**src/rtl/xor_arb_pkg.sv**
```systemverilog
// Shared constants for the round-robin XOR arbiter: FSM encoding, ID and counter widths,
// and the saturating increment used by the optional XOR_ARB_CNT_EN transfer counter.
package xor_arb_pkg;

    localparam logic [0:0] ST_IDLE = 1'b0;
    localparam logic [0:0] ST_HOLD = 1'b1;

    localparam int ID_W  = 3;
    localparam int CNT_W = 16;

    function automatic logic [CNT_W-1:0] sat_inc(input logic [CNT_W-1:0] v);
        return (v == {CNT_W{1'b1}}) ? v : v + CNT_W'(1);
    endfunction

endpackage

```
**src/rtl/xor_arb_xor8bit.sv**
```systemverilog
// One 8-bit slice of the shared XOR datapath; wider operands tile several slices.
module xor8bit (
    input  logic [7:0] a,
    input  logic [7:0] b,
    output logic [7:0] y
);

    assign y = a ^ b;

endmodule

```
**src/rtl/xor_arb.sv**
```systemverilog
// Round-robin arbiter in front of a single shared XOR datapath with a one-deep result register.
// Optional macro XOR_ARB_CNT_EN enables the saturating completed-transfer counter on op_count.
module xor_arb
    import xor_arb_pkg::*;
#(
    parameter int NUM_REQ = 4,
    parameter int WIDTH   = 8
) (
    input  logic                     clk,
    input  logic                     reset,
    input  logic [NUM_REQ-1:0]       req,
    input  logic [NUM_REQ*WIDTH-1:0] a_in,
    input  logic [NUM_REQ*WIDTH-1:0] b_in,
    output logic [NUM_REQ-1:0]       gnt,
    output logic                     out_valid,
    output logic [WIDTH-1:0]         out_data,
    output logic [ID_W-1:0]          out_id,
    input  logic                     out_ready,
    output logic [CNT_W-1:0]         op_count
);

    logic [0:0]      r_state;
    logic [ID_W-1:0] r_ptr;
    logic [WIDTH-1:0] r_out_data;
    logic [ID_W-1:0] r_out_id;

    logic            w_found;
    logic [ID_W-1:0] w_sel_idx;
    logic [3:0]      w_cand;
    logic            w_grant_en;
    logic [WIDTH-1:0] w_a_sel;
    logic [WIDTH-1:0] w_b_sel;
    logic [WIDTH-1:0] w_xor;

    // Search starts at r_ptr and wraps; the first requester found wins.
    always_comb begin
        w_found   = 1'b0;
        w_sel_idx = '0;
        w_cand    = '0;
        for (int k = 0; k < NUM_REQ; k++) begin
            w_cand = {1'b0, r_ptr} + 4'(k);
            if (w_cand >= 4'(NUM_REQ))
                w_cand = w_cand - 4'(NUM_REQ);
            for (int i = 0; i < NUM_REQ; i++) begin
                if (!w_found && req[i] && (w_cand == 4'(i))) begin
                    w_found   = 1'b1;
                    w_sel_idx = ID_W'(i);
                end
            end
        end
    end

    // A held result blocks new grants unless it is being accepted on this same edge.
    assign w_grant_en = !reset && w_found && ((r_state == ST_IDLE) || out_ready);

    generate
        for (genvar gi = 0; gi < NUM_REQ; gi++) begin : g_gnt
            assign gnt[gi] = w_grant_en && (w_sel_idx == ID_W'(gi));
        end
    endgenerate

    always_comb begin
        w_a_sel = '0;
        w_b_sel = '0;
        for (int i = 0; i < NUM_REQ; i++) begin
            if (w_sel_idx == ID_W'(i)) begin
                w_a_sel = a_in[i*WIDTH +: WIDTH];
                w_b_sel = b_in[i*WIDTH +: WIDTH];
            end
        end
    end

    generate
        for (genvar gi = 0; gi < WIDTH/8; gi++) begin : g_xor
            xor8bit u_xor8bit (
                .a (w_a_sel[gi*8 +: 8]),
                .b (w_b_sel[gi*8 +: 8]),
                .y (w_xor[gi*8 +: 8])
            );
        end
    endgenerate

    always_ff @(posedge clk) begin
        if (reset) begin
            r_state    <= ST_IDLE;
            r_ptr      <= '0;
            r_out_data <= '0;
            r_out_id   <= '0;
        end else if (w_grant_en) begin
            r_state    <= ST_HOLD;
            r_out_data <= w_xor;
            r_out_id   <= w_sel_idx;
            r_ptr      <= (w_sel_idx == ID_W'(NUM_REQ-1)) ? '0 : w_sel_idx + ID_W'(1);
        end else if ((r_state == ST_HOLD) && out_ready) begin
            r_state <= ST_IDLE;
        end
    end

    assign out_valid = (r_state == ST_HOLD);
    assign out_data  = r_out_data;
    assign out_id    = r_out_id;

`ifdef XOR_ARB_CNT_EN
    logic [CNT_W-1:0] r_op_count;

    always_ff @(posedge clk) begin
        if (reset)
            r_op_count <= '0;
        else if (out_valid && out_ready)
            r_op_count <= sat_inc(r_op_count);
    end

    assign op_count = r_op_count;
`else
    assign op_count = '0;
`endif

endmodule

```
**config.mk**
```make
export PLATFORM = sky130hd
export DESIGN_NAME = xor_arb
export DESIGN_NICKNAME = d
export VERILOG_FILES = /design/src/rtl/xor_arb_pkg.sv /design/src/rtl/xor_arb_xor8bit.sv /design/src/rtl/xor_arb.sv
export SDC_FILE = /design/constraint.sdc
export NUM_CORES = 1
export LEC_CHECK = 0
export ABC_AREA = 1
export ABC_CLOCK_PERIOD_IN_PS = 4550
export BUFFER_PORTS_ARGS = -buffer_cell sky130_fd_sc_hd__buf_2
export CORE_MARGIN = 2
export CORE_UTILIZATION = 44
export CTS_BUF_LIST = sky130_fd_sc_hd__clkbuf_16
export CTS_CLUSTER_DIAMETER = 200
export DETAILED_ROUTE_END_ITERATION = 6
export MAX_ROUTING_LAYER = met4
export PLACE_DENSITY = 0.82
export SETUP_SLACK_MARGIN = 0.15
export SYNTH_ARGS = -nofsm -noshare
export SYNTH_HDL_FRONTEND = slang
export SYNTH_HIERARCHICAL = 1
export SYNTH_SLANG_ARGS = --single-unit
```
**constraint.sdc**
```tcl
create_clock -name clk -period 4.55 [get_ports clk]
set_clock_uncertainty 0.2 [all_clocks]
set_input_delay 0.455 -clock clk [delete_from_list [all_inputs] [get_ports clk]]
set_output_delay 0.455 -clock clk [all_outputs]
set_load 0.01 [all_outputs]
```
Yosys cells after proc, flatten, opt, wreduce, memory -nomap -nowiden
Cells that the tools add are included.
W data, S select, Z words.
{"block": "totals", "reg_bits": 15, "in_bits": 71, "out_inout_bits": 32, "elab_cells": 140}
{"block": "op_classes", "n_lt_le_gt_ge": 4, "n_eq_ne": 15, "n_mux": 46, "addsub": 8, "n_reduce_logical": 61, "bitwise_logic": 2}
{"cell": "$mux W8", "n": 8}
{"cell": "$mux W3", "n": 15}
{"cell": "$logic_and A1 B1 Y1", "n": 38}
{"cell": "$eq A4 B2 Y1 const B", "n": 8}
{"cell": "$mux W1", "n": 19}
{"cell": "$eq A4 B1 Y1 const B", "n": 4}
{"cell": "$logic_not A1 Y1", "n": 16}
{"cell": "$logic_not A4 Y1", "n": 4}
{"cell": "$mux W4", "n": 4}
{"cell": "$ge A4 B3 Y1 const B", "n": 3}
{"cell": "$sub A4 B3 Y4 const B", "n": 3}
{"cell": "$add A3 B2 Y4 const B", "n": 2}
{"cell": "$xor A8 B8 Y8", "n": 1}
{"cell": "$eq A3 B2 Y1 const B", "n": 2}
{"cell": "$add A3 B1 Y4 const B", "n": 1}
{"cell": "$sub A3 B3 Y4 const B", "n": 1}
{"cell": "$add A3 B1 Y3 const B", "n": 1}
{"cell": "$eq A3 B1 Y1 const B", "n": 1}
{"cell": "$ge A3 B3 Y1 const B", "n": 1}
{"cell": "$logic_not A3 Y1", "n": 1}
{"cell": "$reduce_bool A2 Y1", "n": 1}
{"cell": "$logic_or A1 B1 Y1", "n": 1}
{"cell": "$not A1 Y1", "n": 1}

Depth between registers and ports, before layout
{"block": "depth", "ltp_word": 71, "mapped_depth": 25, "ltp_nobuf": 23}

Hierarchy
The synthesis kept the hierarchy.
{"mod": "xor_arb", "n_inst": 1, "seq_area_each_um2": 260.2, "area_each_um2": 1537.7, "cells_per_inst": 245}
{"mod": "xor8bit", "n_inst": 1, "seq_area_each_um2": 0.0, "area_each_um2": 150.1, "cells_per_inst": 40}

Worst setup path before layout
No wires, ideal clock.
{"block": "synth_timing", "kind": "flip-flop to flip-flop", "from": "register r_ptr[0]", "to": "register r_out_data[6], in the netlist out_data[6]", "synth_period_minus_slack_ns": 3.486, "setup_slack_ns": 1.064, "n_path_buf": 3, "arrival_ns": 3.173, "required_time_ns": 4.237, "setup_ns": 0.113, "stages_incl_launch_ff": 23, "path_cell_list": "dfxtp_1 > buf_4 > nor2_2 > inv_1 > ha_1 > inv_1 > o21ai_0 > nor3_1 > nor3_2 > o211ai_1 > nand2_1 > inv_1 > ha_1 > clkbuf_1 > nor2_1 > clkbuf_1 > a221oi_1 > o31ai_1 > inv_1 > nand2_1 > nand2_1 > nand2_1 > nand2_1"}
{"block": "synth_via", "elab_chain_cells": 71, "elab_cells_between_ends": 123, "classes_between": "7 x add/sub; 4 x order compare; 15 x eq/ne; 43 x mux; 1 x bitwise; 53 x reduce/logical"}
{"item": "from (decl)", "line_no": "xor_arb.sv:23", "source": "logic [ID_W-1:0] r_ptr;"}
{"item": "from (signal assigned)", "line_no": "xor_arb.sv:93", "source": "r_ptr <= (w_sel_idx == ID_W'(NUM_REQ-1)) ? '0 : w_sel_idx + ID_W'(1);"}
{"item": "$sub A3 B3 Y4 / $ge A3 B3 Y1 (equally long branches)", "line_no": "xor_arb.sv:43, xor_arb.sv:42"}
{"item": "$mux W4", "line_no": "xor_arb.sv:42", "source": "if (w_cand >= 4'(NUM_REQ))"}
{"item": "$logic_not A4 Y1", "line_no": "xor_arb.sv:45", "source": "if (!w_found && req[i] && (w_cand == 4'(i))) begin"}
{"item": "$logic_and A1 B1 Y1", "line_no": "xor_arb.sv:45"}
{"item": "$mux W1", "line_no": "xor_arb.sv:45"}
{"item": "$logic_not A1 Y1", "line_no": "xor_arb.sv:45"}
{"item": "$logic_and A1 B1 Y1 (2 in a row)", "line_no": "xor_arb.sv:45"}
{"item": "$mux W1", "line_no": "xor_arb.sv:45"}
{"item": "(+55 left out)"}
{"item": "$mux W3 (*)", "line_no": "xor_arb.sv:45"}
{"item": "net w_sel_idx[1]", "line_no": "xor_arb.sv:28", "source": "logic [ID_W-1:0] w_sel_idx;"}
{"item": "$logic_not A3 Y1", "line_no": "xor_arb.sv:66", "source": "if (w_sel_idx == ID_W'(i)) begin"}
{"item": "$mux W8 (3 in a row)", "line_no": "xor_arb.sv:66"}
{"item": "$mux W8 (*)", "line_no": "xor_arb.sv:66"}
{"item": "net w_a_sel[6]", "line_no": "xor_arb.sv:31", "source": "logic [WIDTH-1:0] w_a_sel;"}
{"item": "$xor A8 B8 Y8 (*)", "line_no": "xor_arb_xor8bit.sv:8", "source": "assign y = a ^ b;"}
{"item": "net w_xor[6]", "line_no": "xor_arb.sv:33", "source": "logic [WIDTH-1:0] w_xor;"}
{"item": "to (signal assigned)", "line_no": "xor_arb.sv:91", "source": "r_out_data <= w_xor;"}
{"item": "to (decl)", "line_no": "xor_arb.sv:24", "source": "logic [WIDTH-1:0] r_out_data;"}
The timed path passes the listed nets; every way through them passes the cells marked *.
A chain may end at the register's enable or synchronous reset.

Worst setup path in the final report
{"block": "layout_timing", "from": "register r_ptr[1]", "to": "output gnt[3]"}
{"block": "layout_via", "elab_cells_between_ends": 112, "classes_between": "7 x add/sub; 4 x order compare; 13 x eq/ne; 35 x mux; 53 x reduce/logical"}
{"item": "$sub A3 B3 Y4 / $ge A3 B3 Y1 (equally long branches)", "line_no": "xor_arb.sv:43, xor_arb.sv:42"}
{"item": "$mux W4", "line_no": "xor_arb.sv:42"}
{"item": "$logic_not A4 Y1", "line_no": "xor_arb.sv:45"}
{"item": "$logic_and A1 B1 Y1", "line_no": "xor_arb.sv:45"}
{"item": "$mux W1", "line_no": "xor_arb.sv:45"}
{"item": "$logic_not A1 Y1", "line_no": "xor_arb.sv:45"}
{"item": "$logic_and A1 B1 Y1 (2 in a row)", "line_no": "xor_arb.sv:45"}
{"item": "$mux W1", "line_no": "xor_arb.sv:45"}
{"item": "(+49 left out)"}
{"item": "$logic_and A1 B1 Y1 (2 in a row)", "line_no": "xor_arb.sv:45"}
{"item": "$mux W1", "line_no": "xor_arb.sv:45"}
{"item": "$logic_not A1 Y1", "line_no": "xor_arb.sv:45"}
{"item": "$logic_and A1 B1 Y1 (2 in a row)", "line_no": "xor_arb.sv:45"}
{"item": "$mux W3 (*)", "line_no": "xor_arb.sv:45"}
{"item": "net w_sel_idx[0]", "line_no": "xor_arb.sv:28"}
{"item": "$eq A3 B2 Y1 (*)", "line_no": "xor_arb.sv:58", "source": "assign gnt[gi] = w_grant_en && (w_sel_idx == ID_W'(gi));"}
{"item": "$logic_and A1 B1 Y1 (*)", "line_no": "xor_arb.sv:58"}
{"item": "to (decl)", "line_no": "xor_arb.sv:14", "source": "output logic [NUM_REQ-1:0] gnt,"}
Marked as above.

==> results.md <==
* Status: complete, no violations
* Clk slew on worst S/H paths at 0.04 ns
* Hold WC Path Type: in2reg
* Synth Area per Inst at 5.922 sq um
* IO Pins at 103
* Buffers on Ports at 85
* Avg Vias per Cell at 4.783
* Num CTS Buffers at 3
* Core Rows at 22
* RSZ-0062 raised after global routing: false
* Critical Path Sink: gnt[3]
* Post-synth top flop: dfxtp_1
* Placed cell area at 0.002044 sq mm
* Fin area at 0.002123 sq mm
* Final setup margin at 0.6480 ns
* Post-synth design cell area at 0.001688 sq mm
* Post-synth cell types at 27
* Sequential element share of the synthesized area at 0.1542
* Slew Limit Fails at 0
* Vias in the first global route at 1,733
* Die area at 0.004347 sq mm
* Worst-Skew Late Latency at 0.24 ns
* Path depth of the worst reg2reg path at 20
* Peak supply drop at 0.3537 mV
* CTS H-Tree Depth at 1
* Tot GR Track Use at 0.2074
* RR Endpoint: out_data[7]$_SDFFE_PP0P_
* Slowest cell on the critical path: ha_1
* Synth Area in Adders at 0.03706
* CTS tree: done
* Critical path endpoint category: output port
* Layout area overhead at 25.80%
* Largest family of logic cells by synthesized area: simple AND/OR/NAND/NOR gates
* Initial antenna violation count at 0
* Fmax at 0.2563 GHz
* Number of synthesized flops with an enable pin at 0
* Die width at 65.94 um
* First-pass DRT Iterations at 4
* Largest net degree at the start of global routing at 33
* Drt total wl at 4.289 mm
* Clk buf depth at 2
* Crit path largest cell delay at 0.80 ns
* GPL Wtd Cong at 0.9026
* Seq cells post-synth at 13
* P_leak at 0.001198 uW
* Post-cts resize count at 0
* XOR/XNOR Fraction of Synth Area at 0
* Most used cell, CP: inv_1
* Worst Path Buf+Inv at 4
* Hold slack final at 0.1783 ns
* Final HPWL DP at 3.538 mm
* Nets at 439
* PwrDens at 672.3 mW/mm^2
* CP Cell Sequence: nor2_2 -> inv_1 -> ha_1 -> inv_1 -> o21ai_0 -> nor3_1 -> nor3_2 -> nand4_1 -> nand2_1 -> ha_1 -> inv_1 -> nor2_1 -> buf_2
* Routed Antenna Nets at 0
* DR iter-0 viols at 64
* R2R Setup Slk at 0.82 ns
* CP startpoint kind: flip-flop
* Via Count at 1,961
* Setup total negative slack at 0 ns
* Congestion Overflow GR at 0
* YS warnings at 6
* Top cell type's share of synthesized area at 0.1757
* Max_cap viols at 0
* CP Class: reg2out
* Placement Setup Slack at 0.7948 ns
* Final setup fails at 0
* FILL cells at 371
* Post-Synth Simple-Gate Area at 0.4136
* Postcts setup bufs at 0
* Die height at 65.94 um
* Synth area leaders: nand2_1 (18%), dfxtp_1 (15%), inv_1 (8.9%)
* First-pass GRT wire length at 7.141 mm
* Worst R2R Start: r_ptr[1]$_SDFFE_PP0P_
* Largest delay share family, worst path: adder cells
* Mux cell area share after synthesis at 0
* Max_slew headroom at 0.3688
* Worst-margin pin slew at 0.9468 ns
* Layout cells sized above 1 at 0.3011
* Worst Path Required at 3.89 ns
* Initial core utilization at 0.4610
* Clk sinks at 13
* Crit path max fanout at 32
* Final Hold Viols at 0
* Hold Buf Count CTS at 0
* Crit path DAT at 3.25 ns
* CTS root buf: clkbuf_16
* Period minus WS final at 3.902 ns
* Critical path depth at 13
* Diode count at 0
* # DRC at 0
* Core area at 0.003661 sq mm
* DR WL/cell at 10.46 um
* Asr flop ratio synth at 0
* Mapped Cells at 285
* Critical Path Start: r_ptr[1]$_SDFFE_PP0P_
* Largest area contributor in the netlist: nand2_1
* Period utilisation layout at 0.8576
* Compound-cell area share of the yosys netlist at 0.1675
-- cell usage after synthesis (3+ instances only) --
library cell	number
nand2_1	79
inv_1	40
nor2_1	39
buf_4	19
a221oi_1	16
o31ai_1	16
dfxtp_1	13
nand3_1	12
clkbuf_1	10
ha_1	5
nand3_2	5
nor3_1	5
nand4_1	4
inv_2	3
nand4_2	3
nor2_2	3
-- worst reg2reg max path, cell delays in order, from the launching register on --
cell and delay (ns):
dfxtp_1 0.51, nor2_2 0.11, inv_1 0.07, ha_1 0.22, inv_1 0.07, o21ai_0 0.10
nor3_1 0.24, inv_1 0.14, o211ai_1 0.11, nand2_1 0.15, inv_1 0.11, ha_1 0.56
nor2_1 0.11, buf_4 0.22, a221oi_1 0.30, o31ai_1 0.13, inv_1 0.09, nand2_1 0.05
nand2_1 0.07, nand2_1 0.06, nand2_1 0.08
-- worst min-delay path by stage --
stage,cells after the start,start,endpoint
finish,2,reset,out_valid$_SDFFE_PP0P_
CTS,2,reset,out_valid$_SDFFE_PP0P_
global placement,2,out_data[0]$_SDFFE_PP0P_,out_data[0]$_SDFFE_PP0P_
detailed placement,2,out_data[3]$_SDFFE_PP0P_,out_data[3]$_SDFFE_PP0P_
global route,2,reset,out_valid$_SDFFE_PP0P_
floorplan,2,out_data[0]$_SDFFE_PP0P_,out_data[0]$_SDFFE_PP0P_
-- layout make-up --
cell class                 count  area (sq um)  share of cell area
tap                           48         60.06             0.02829
clock buffer                   3         75.07             0.03536
timing repair buffer          88         447.9              0.2110
multi-input combinational    213          1111              0.5233
clock inverter                 1         3.754            0.001768
inverter                      44         165.2             0.07778
sequential                    13         260.3              0.1226
-- registers in the layout, indices dropped and copies added, names as in the netlist --
register	count
out_valid	1
out_data	8
out_id	2
r_ptr	2
-- routing by layer --
metal / up-vias / part of all wire / GRT usage
met5: - / 0 / -
met4: 0 / 0.011 / 0.05612
met3: 5 / 0.064 / 0.02044
met2: 73 / 0.49 / 0.3535
met1: 835 / 0.43 / 0.2621
li1: 1048 / - / -
-- report_power, final --
part	internal, uW	switching, uW	total [uW]	leakage (uW)
combinational	418	664	1080	0.00105
sequential	154	29.3	183	0.000108
clock	116	47.3	163	0.0000423
total	687	740	1430	0.00120
-- layout by cell type, fill, tap and decap left out, types with 2 or more instances in the layout --
| master | Yosys | routed |
|---|---|---|
| nand4_2 | 3 | 3 |
| a221oi_1 | 16 | 16 |
| nand4_1 | 4 | 4 |
| buf_2 | 0 | 85 |
| inv_2 | 3 | 3 |
| nor2_1 | 39 | 39 |
| o31ai_1 | 16 | 16 |
| o21ai_0 | 2 | 2 |
| dfxtp_1 | 13 | 13 |
| nand2_1 | 79 | 79 |
| clkbuf_16 | 0 | 3 |
| inv_1 | 40 | 41 |
| nor2_2 | 3 | 3 |
| buf_4 | 19 | 3 |
| nand3_2 | 5 | 5 |
| nand3_1 | 12 | 12 |
| nor3_1 | 5 | 5 |
| conb_1 | 2 | 18 |
| ha_1 | 5 | 5 |
-- per-stage QoR --
stage / total power, uW / utilization / instances
CTS: 1431 / 0.5800 / 410
finish: 1428 / 0.5800 / 410
global placement: 1243 / 0.5584 / 406
global route: 1617 / 0.5800 / 410
detailed placement: 1266 / 0.5584 / 406
floorplan: 1049 / - / 301
-- cells by family (layout without fill, tap and decap cells) --
family / Yosys count / count (layout)
AOI/OAI and AO/OA: 36 / 36
adders and majority gates: 5 / 5
buffers and inverters: 75 / 136
DFF: 13 / 13
other: 2 / 18
and+or+nand+nor: 154 / 154
No activity file was read; power rests on OpenSTA's default activity.
